## src/rtl/coef_matrix_loader.sv

```systemverilog
// Streams a compile-time coefficient matrix, packed PACK per word, into a coefficient RAM.
// Optional load checksum is compiled in with `define LOAD_CHECKSUM_EN.
module coef_matrix_loader #(
  parameter int                           COEF_W     = 7,
  parameter int                           PACK       = 2,
  parameter int                           ROWS       = 8,
  parameter int                           COLS       = 4,
  parameter int                           ADDR_W     = 4,
  parameter bit                           AUTO_START = 1'b1,
  parameter logic [ROWS*COLS*COEF_W-1:0]  INIT_VEC   = '0,
  parameter int                           CSUM_W     = 16
) (
  input  logic                     clk,
  input  logic                     rst,
  input  logic                     start,
  input  logic                     wr_ready,
  output logic                     wr_en,
  output logic [ADDR_W-1:0]        w_addr,
  output logic [COEF_W*PACK-1:0]   w_data,
  output logic                     busy,
  output logic                     load_done,
  output logic                     done_pulse,
  output logic [CSUM_W-1:0]        checksum,
  output logic [1:0]               state_dbg
);

  localparam int WORD_W = COEF_W * PACK;
  localparam int DEPTH  = ROWS * COLS / PACK;
  localparam logic [ADDR_W-1:0] LAST = ADDR_W'(DEPTH - 1);

  typedef enum logic [1:0] {
    IDLE = 2'd0,
    LOAD = 2'd1,
    DONE = 2'd2
  } state_t;

  state_t              state, state_n;
  logic [ADDR_W-1:0]   cnt_n;
  logic [WORD_W-1:0]   data_n;
  logic                wr_en_n, busy_n, load_done_n, done_pulse_n;
  logic                accept, enter_load;

  // Lowest coefficient index of a word lands in the most-significant slot.
  function automatic logic [WORD_W-1:0] word_at(input logic [ADDR_W-1:0] k);
    logic [WORD_W-1:0] w;
    w = '0;
    for (int p = 0; p < PACK; p++) begin
      w[(PACK-1-p)*COEF_W +: COEF_W] = INIT_VEC[(int'(k)*PACK + p)*COEF_W +: COEF_W];
    end
    return w;
  endfunction

  // Handshake: a word is transferred on a rising edge where wr_en && wr_ready;
  // while wr_en is high and wr_ready is low, wr_en, w_addr and w_data hold.
  assign accept = wr_en && wr_ready;

  always_comb begin
    state_n      = state;
    cnt_n        = w_addr;
    data_n       = w_data;
    wr_en_n      = wr_en;
    busy_n       = busy;
    load_done_n  = load_done;
    done_pulse_n = 1'b0;
    enter_load   = 1'b0;
    unique case (state)
      IDLE: if (start || AUTO_START) enter_load = 1'b1;
      LOAD: begin
        if (accept) begin
          if (w_addr == LAST) begin
            state_n      = DONE;
            cnt_n        = '0;
            wr_en_n      = 1'b0;
            busy_n       = 1'b0;
            load_done_n  = 1'b1;
            done_pulse_n = 1'b1;
          end else begin
            cnt_n  = w_addr + ADDR_W'(1);
            data_n = word_at(cnt_n);
          end
        end
      end
      DONE: if (start) enter_load = 1'b1;
      default: state_n = IDLE;
    endcase
    if (enter_load) begin
      state_n     = LOAD;
      cnt_n       = '0;
      data_n      = word_at('0);
      wr_en_n     = 1'b1;
      busy_n      = 1'b1;
      load_done_n = 1'b0;
    end
  end

  // w_addr doubles as the load counter so the address is always registered.
  always_ff @(posedge clk) begin
    if (rst) begin
      state      <= IDLE;
      wr_en      <= 1'b0;
      w_addr     <= '0;
      w_data     <= '0;
      busy       <= 1'b0;
      load_done  <= 1'b0;
      done_pulse <= 1'b0;
    end else begin
      state      <= state_n;
      wr_en      <= wr_en_n;
      w_addr     <= cnt_n;
      w_data     <= data_n;
      busy       <= busy_n;
      load_done  <= load_done_n;
      done_pulse <= done_pulse_n;
    end
  end

  assign state_dbg = state;

`ifdef LOAD_CHECKSUM_EN
  logic [CSUM_W-1:0] csum_q;

  always_ff @(posedge clk) begin
    if (rst) begin
      csum_q <= '0;
    end else if (enter_load) begin
      csum_q <= '0;
    end else if (accept) begin
      csum_q <= csum_q + CSUM_W'(w_data);
    end
  end

  assign checksum = csum_q;
`else
  assign checksum = '0;
`endif

endmodule
```

## config.mk

```make
export PLATFORM = sky130hd
export DESIGN_NAME = coef_matrix_loader
export DESIGN_NICKNAME = d
export VERILOG_FILES = /design/src/rtl/coef_matrix_loader.sv
export SDC_FILE = /design/constraint.sdc
export NUM_CORES = 1
export LEC_CHECK = 0
export ABC_AREA = 1
export BUFFER_PORTS_ARGS = -buffer_cell sky130_fd_sc_hd__buf_2
export CAP_MARGIN = 20
export CORE_MARGIN = 2
export CORE_UTILIZATION = 40
export DETAILED_ROUTE_END_ITERATION = 10
export PLACE_DENSITY = 0.81
export SYNTH_ARGS = -nofsm -noshare
export SYNTH_HDL_FRONTEND = slang
export SYNTH_SLANG_ARGS = --single-unit
```

## constraint.sdc

```tcl
create_clock -name clk -period 1.55 [get_ports clk]
set_clock_uncertainty 0.1 [all_clocks]
set_input_delay 0.2325 -clock clk [delete_from_list [all_inputs] [get_ports clk]]
set_output_delay 0.2325 -clock clk [all_outputs]
set_load 0.005 [all_outputs]
```

### Word-level counts from Yosys, hierarchy flattened

Index checks and enable logic that the tools add are counted.

| word-level totals | value |
|---|---|
| register bits after elaboration | 23 |
| input port bits | 4 |
| output and inout bits | 40 |
| logic and storage cells | 51 |

| cells by class | value |
|---|---|
| reduce and logical (&&, ||, !) cells | 14 |
| shifts and indexed selects | 2 |
| muxes and demuxes | 12 |
| add/sub/neg operators | 2 |
| bitwise operators | 4 |
| equal/unequal tests | 8 |
| $mul | 2 |

Operators with widths:

| kind | count |
|---|---|
| 224-bit by 10-bit variable part select with 7-bit output (first input constant) | 1 |
| 224-bit by 9-bit variable part select with 7-bit output (first input constant) | 1 |
| 3-bit AND reduction | 5 |
| 6-bit by 3-bit multiplier with 9-bit output (second input constant) | 1 |
| 4-bit by 3-bit multiplier with 7-bit output (second input constant) | 1 |
| 1-bit two-way mux | 7 |
| 5-bit by 1-bit adder with 6-bit output (second input constant) | 1 |
| 3-bit inequality test (second input constant) | 2 |
| 2-bit nonzero test | 3 |
| 4-bit by 1-bit adder with 4-bit output (second input constant) | 1 |
| 4-bit == test (second input constant) | 1 |
| 2-bit two-way mux | 2 |
| 4-bit two-way mux | 1 |
| 2-bit inequality test (second input constant) | 2 |
| 1-bit inverter | 4 |
| 2-bit case mux with 2 select lines | 1 |
| 2-bit OR reduction | 2 |
| 3-bit OR reduction | 1 |
| 2-bit by 1-bit == test with 1-bit output (second input constant) | 1 |
| 2-bit == test (second input constant) | 1 |
| 2-bit zero test | 1 |
| 2-bit by 1-bit inequality test with 1-bit output (second input constant) | 1 |
| 1-bit case mux with 2 select lines | 1 |
| 2-bit AND reduction | 1 |
| 1-bit logical AND | 1 |

### Logic depth before layout (Yosys ltp)

Gate-level depths: netlist (run 1).

| logic depth | value |
|---|---|
| word-level depth | 5 |
| depth in mapped cells | 7 |
| mapped depth without buffers | 7 |

### Worst setup path after synthesis (run 1)

No wires, ideal clock.

| timing path | value |
|---|---|
| kind | register -> register |
| start | register w_addr[0] |
| end | register w_addr[2] |
| library setup time | 116 ps |
| path slack | 423 ps |
| data required time | 1334 ps |
| arrival | 910 ps |
| cell stages (with the launch flop) | 5 |
| period minus slack after synthesis | 1127 ps |
| path buffers | 0 |
| path through | dfxtp_1 > ha_1 > or2_2 > nand3_1 > a21oi_1 |

| between the ends | value |
|---|---|
| cells in the longest elaborated chain, start to end | 2 |
| elaborated cells on any way between the ends | 3 |
| those cells by class | add/sub (1); eq/ne (1); mux (1) |

Ends and longest elaborated chain:

| what | RTL line | RTL |
|---|---|---|
| start: declaration | 18 | `output logic [ADDR_W-1:0] w_addr,` |
| start signal: assignment | 109 | `w_addr <= cnt_n;` |
| 4-bit by 1-bit adder with 4-bit output or 4-bit == test (tied branches) | 78, 70 |  |
| 4-bit two-way mux * | 70 | `if (w_addr == LAST) begin` |

Every way passes the cells marked *; elsewhere a longest branch is shown, timed or not.
A chain may end at the register's enable or synchronous reset.

### Final worst setup path (run 1)

| timing path | value |
|---|---|
| start | register w_addr[1] |
| end | register busy |

| between the ends | value |
|---|---|
| cells in the longest elaborated chain, start to end | 3 |

Ends and longest elaborated chain:

| what | RTL line | RTL |
|---|---|---|
| 4-bit == test | 70 |  |
| 2-bit nonzero test (no line) | - |  |
| 3-bit AND reduction (no line) | - |  |
| end signal: assignment | 111 | `busy <= busy_n;` |
| end: declaration | 20 | `output logic busy,` |

No other way between the ends.

==> results of run 1 <==
## power groups by stage
stage	Combinational [mW]	Clock (mW)	Sequential [mW]
after floorplan	0.0948	0	0.245
after global placement	0.0502	0	0.244
after detailed placement	0.0513	0	0.244
after CTS	0.0517	0.186	0.239
after global routing	0.0621	0.199	0.240
final	0.0528	0.186	0.239
## cell families (layout without fill, tap and decap cells)
kind of cell	Yosys count	after routing
buffers and inverters	40	26
and+or+nand+nor	26	26
DFF	9	9
AOI/OAI and AO/OA	7	7
adders and majority gates	1	1
other	1	30
xor gates and xnor gates	1	1
## layer usage
metal  vias up  share of wire
met1       188           0.39
met4         0          0.018
met2        29           0.48
met3         4           0.11
li1        229              -
met5         -              0
## layout make-up
| type | instances | area share |
|---|---|---|
| multi-input cells | 65 | 0.499 |
| flip-flops and latches | 9 | 0.277 |
| repair buffers | 13 | 0.100 |
| inverters | 9 | 0.0520 |
| clock buffers | 4 | 0.0405 |
| well taps | 16 | 0.0308 |
## worst max-delay path, cell delays in order, from the launching register on
cell and delay, ps:
dfxtp_1 370, ha_1 200, nand3_1 100, inv_1 100, nand2_4 70, nand2_1 70, a21oi_1 60
## through the flow
stage / hold slack, ps / setup slack, ps / std cells
2_1_floorplan: 202 / 423 / 114
4_1_cts: 63.1 / 359 / 116
6_report: 59.4 / 350 / 116
3_5_place_dp: 331 / 376 / 112
3_3_place_gp: 326 / 400 / 112
5_1_grt: 68.9 / 198 / 116
## flip-flops by register name, indices dropped and copies added (netlist names)
name,cells
w_addr,4
load_done,1
busy,1
done_pulse,1
state_dbg,2
## synth_stat cells, drive strengths merged
| cell | n |
|---|---|
| xor2 | 1 |
| conb | 1 |
| inv | 9 |
| nand2 | 16 |
| ha | 1 |
| nand3 | 4 |
| buf | 31 |
| a21oi | 5 |
| or2 | 1 |
| dfxtp | 9 |
| o21ai | 2 |
| nor2 | 5 |
## worst paths after layout
path             start    endpoint  slack, ps  cells after the start
max          w_addr[1]        busy        350                      6
min                rst  done_pulse         60                      2
max reg2reg  w_addr[1]        busy        350                      6
min reg2reg  load_done   load_done        350                      2
==> results_dict.tcl, run 1 <==
set metrics [dict create \
    groute.layer.met3.usage 0.0245 \
    seq_area_frac_synth 0.272 \
    grt_setup_unrepaired "false" \
    first_global_vias 371 \
    dieWidth_microns 44.7 \
    postCtsSetupRepairBufs 0 \
    dpl-instance-area_sq_um 623 \
    power_leakage_nw 0.373 \
    cts-buffers-inserted 3 \
    synthDistinctLibCells 19 \
    crit_fanout 5 \
    synthCells 85 \
    vdd_drop_max_mv 0.400 \
    finish.instance_area_sq_um 649 \
    synth_compound_area_frac 0.0586 \
    ff_latch_area_sq_um 180 \
    place_congestion 0.758 \
    synth_fa_ha_area_frac 0.0189 \
    design.die.area_sq_um 2000 \
    h-tree-depth 1 \
    clock-sinks 9 \
    grt-busiest-layer "met2" \
    cts_resized 0 \
    fin_setup_tns_ps 0 \
    outcome "complete, no violations" \
    cts_tree "built" \
    track_usage 0.106 \
    switching_share 0.270 \
    synthToLayoutAreaGrowth_pct -1.89 \
    synth_top_family_by_area "buffers and inverters" \
    startpoint_type "register" \
    setup_violations 0 \
    dr.pass1.iters 2 \
    slew_viol_final 0 \
    final_core_util 0.426 \
    pwr-share-clk 0.389 \
    drt-total-wl_microns 952 \
    cts.clk_slew.worst_paths_ps 70 \
    cts_hold_buf 0 \
    grt_max_degree 8 \
    power.share.sequential 0.500 \
    antenna_found_initial 0 \
    synth_mux_area_frac 0 \
    io_buffers 13 \
    core_region_area_sq_um 1520 \
    overflow 0 \
    die_h_microns 44.7 \
    insertion_delay_ps 260 \
    switching_power_mw 0.129 \
    final_common_cell "conb_1" \
    dr.first_iter.drc_count 4 \
    yosysWarnings 0 \
    timing.final.crit_share 0.774 \
    final_cell_mix "conb_1 (30), buf_2 (13), nand2_1 (11)" \
    gr-usage-met1 0.123 \
    syn_area_sq_um 662 \
    n_fill_cell 164 \
    max_freq_ghz 0.833 \
    wl_per_cell_microns 8.21 \
    dp_hpwl_microns 786 \
    layout_min_cycle_time_ps 1200 \
    pin_count 44 \
    n_antenna_cell 0 \
    cts_buffer_depth 2 \
    synth_area_leader_cell "buf_4" \
    drive_above_1_share 0.270 \
    cp.arrival_ps 1240 \
    pwr_density_cell_nw_per_um2 736 \
    vias_per_cell 3.88 \
    end_kind "register" \
    ys_seq_elements 9 \
    critPathRequiredTime_ps 1590 \
    synth.area.top_cells "buf_4 (35%), dfxtp_1 (27%), nand2_1 (6.2%)" \
    hold_viol_final 0 \
    power_mw 0.478 \
    timing_worst_setup_path_type "register to register" \
    synth_xor_area_frac 0.0132 \
    avgSynthCellArea_sq_um 7.79 \
    met2_usage 0.180 \
    multi_input_area_sq_um 324 \
    route.detailed.drc 0 \
    initial_utilization 0.434 \
    synthSimpleGateAreaFrac 0.229 \
    ant_nets 0 \
    via_count 450 \
    nNetsFinal 106 \
    p_int_mw 0.349 \
    hold_path.class "input port to register" \
    grt_pass1_wl_microns 1550 \
    comb_power_share 0.110 \
    cts_root_buf "clkbuf_4" \
    maxCapViolations 0 \
    synth_top_area_frac 0.352 \
    rows 14 \
]
No activity file was read; power rests on OpenSTA's default activity.
==> run 2, diff against run 1 <==
Clock period 1.55 ns to 1.2 ns, I/O delays scaled along.
==> run 2 against run 1 <==
  * First-iteration DRC count is 25% lower
  * Critical path depth is 2 lower
  * Global-route usage is 0.94 points lower
  * Sequential share of layout area is 1.3 points lower
  * Cell count rose by 1.7%
  * Core utilization rose by 2.7 points
  * Design area increased by 6.4%
  * Register-to-register slack worse by 290 ps
  * Total power up 29%
  * Via count grew 4.0%
  * Combinational power up 35%
  * Largest cell class unchanged
  * Largest power group unchanged
==> results_dict.tcl, run 2 (synthesis gave the netlist of run 1 again) <==
set metrics [dict create \
    io_buffers 13 \
    worstPathBufferInverterCount 0 \
    cp_slowest_stage_delay_ps 340 \
    power_leakage_nw 0.380 \
    final_common_cell "conb_1" \
    first_global_vias 345 \
    via_count 468 \
    cts.clk_slew.worst_paths_ps 70 \
    timing_worst_setup_path_type "register to register" \
    n_fill_cell 151 \
    slowest_stage "dfxtp_2" \
    dr.pass1.iters 2 \
    slew_viol_final 0 \
    setup_violations 0 \
    vias_per_cell 3.97 \
    cts-buffers-inserted 3 \
    antenna_found_initial 0 \
    wl_met3_microns 103 \
    drive_above_1_share 0.343 \
    grt_pass1_wl_microns 1380 \
    clock-sinks 9 \
    initial_utilization 0.434 \
    cp.arrival_ps 1190 \
    pin_count 44 \
    final_cell_mix "conb_1 (30), buf_2 (13), nand2_1 (11)" \
    maxCapViolations 0 \
    insertion_delay_ps 260 \
    nNetsFinal 108 \
    overflow 0 \
    ff_latch_area_sq_um 183 \
    crit_fanout 3 \
    vdd_drop_max_mv 0.426 \
    cts_tree "built" \
    multi_input_area_sq_um 344 \
    dp_hpwl_microns 816 \
    dpl_worst_slack_ps 14.5 \
    max_freq_ghz 0.875 \
    drt-total-wl_microns 960 \
    hold_viol_final 0 \
    outcome "complete, no violations" \
    startpoint_type "register" \
    rows 14 \
    power_mw 0.615 \
    die_h_microns 44.7 \
    top_register "w_addr" \
    end_kind "register" \
    crit_family "simple AND/OR/NAND/NOR gates" \
    highest_layer "met4" \
    pwr_density_cell_nw_per_um2 890 \
    place_congestion 0.784 \
    timing.final.crit_share 0.952 \
    final_core_util 0.453 \
    track_usage 0.0969 \
    synthToLayoutAreaGrowth_pct 4.35 \
    setup_ws_ps 57.6 \
    largest_reg_flops 4 \
    grt_max_degree 8 \
    ant_nets 0 \
    hold_path.class "input port to register" \
    dieWidth_microns 44.7 \
    postCtsSetupRepairBufs 0 \
    core_region_area_sq_um 1520 \
    wl_met1_microns 346 \
    cts_buffer_depth 2 \
    wl_per_cell_microns 8.14 \
    layout_min_cycle_time_ps 1140 \
    crit_chain "ha_4, or2_2, nand3_1, a21oi_1" \
    design.die.area_sq_um 2000 \
    critPathRequiredTime_ps 1250 \
    wl_met2_microns 501 \
    h-tree-depth 1 \
    route.detailed.drc 0 \
    cts_root_buf "clkbuf_4" \
    n_antenna_cell 0 \
    dr.first_iter.drc_count 3 \
]
==> run 2: path summary, 6_finish.rpt <==
check,startpoint,endpoint,slack [ps],depth (start not counted)
worst max-delay path,w_addr[0],w_addr[2],60,4
worst max register to register,w_addr[0],w_addr[2],60,4
worst min register to register,load_done,load_done,360,2
worst min-delay path,start,busy,170,3
==> run 2: through the flow <==
step,cells,area (sq um),hold slack (ps),TNS (ps)
after floorplan,114,771,149,0
final,118,691,169,0
after global routing,118,691,192,-23.1
after detailed placement,113,631,275,0
after CTS,118,671,158,0
after global placement,113,631,274,0
==> run 2: power breakdown <==
group	internal [mW]	switching, mW
logic	0.0211	0.0501
clock network	0.123	0.111
registers	0.304	0.00558
==> run 2: worst reg2reg max path, delay by kind of cell (launching register included) <==
family | cells | cell delay (ps)
flip-flops | 1 | 340
adder cells (fa/ha/maj) | 1 | 170
AO/OA/AOI/OAI | 1 | 60
AND/OR/NAND/NOR | 2 | 350
==> run 2: cell type report <==
cell class                 count  area share
multi-input combinational     65       0.498
sequential                     9       0.264
timing repair buffer          15       0.120
inverter                       9      0.0489
clock buffer                   3      0.0326
tap                           16      0.0290
clock inverter                 1     0.00725
==> run 2: what timing repair did <==
action | in CTS | in global routing
endpoints found under the hold margin | 2 | 0
endpoints found under the setup margin | 2 | 5
pin swaps | 0 | 0
resized for setup | 1 | 7
hold buffers | 1 | 0
==> run 2: per-layer routing <==
metal,global-route usage,up-vias
met3,0.0245,2
met5,0,-
met4,0.0727,0
li1,-,235
met2,0.174,27
met1,0.0934,204
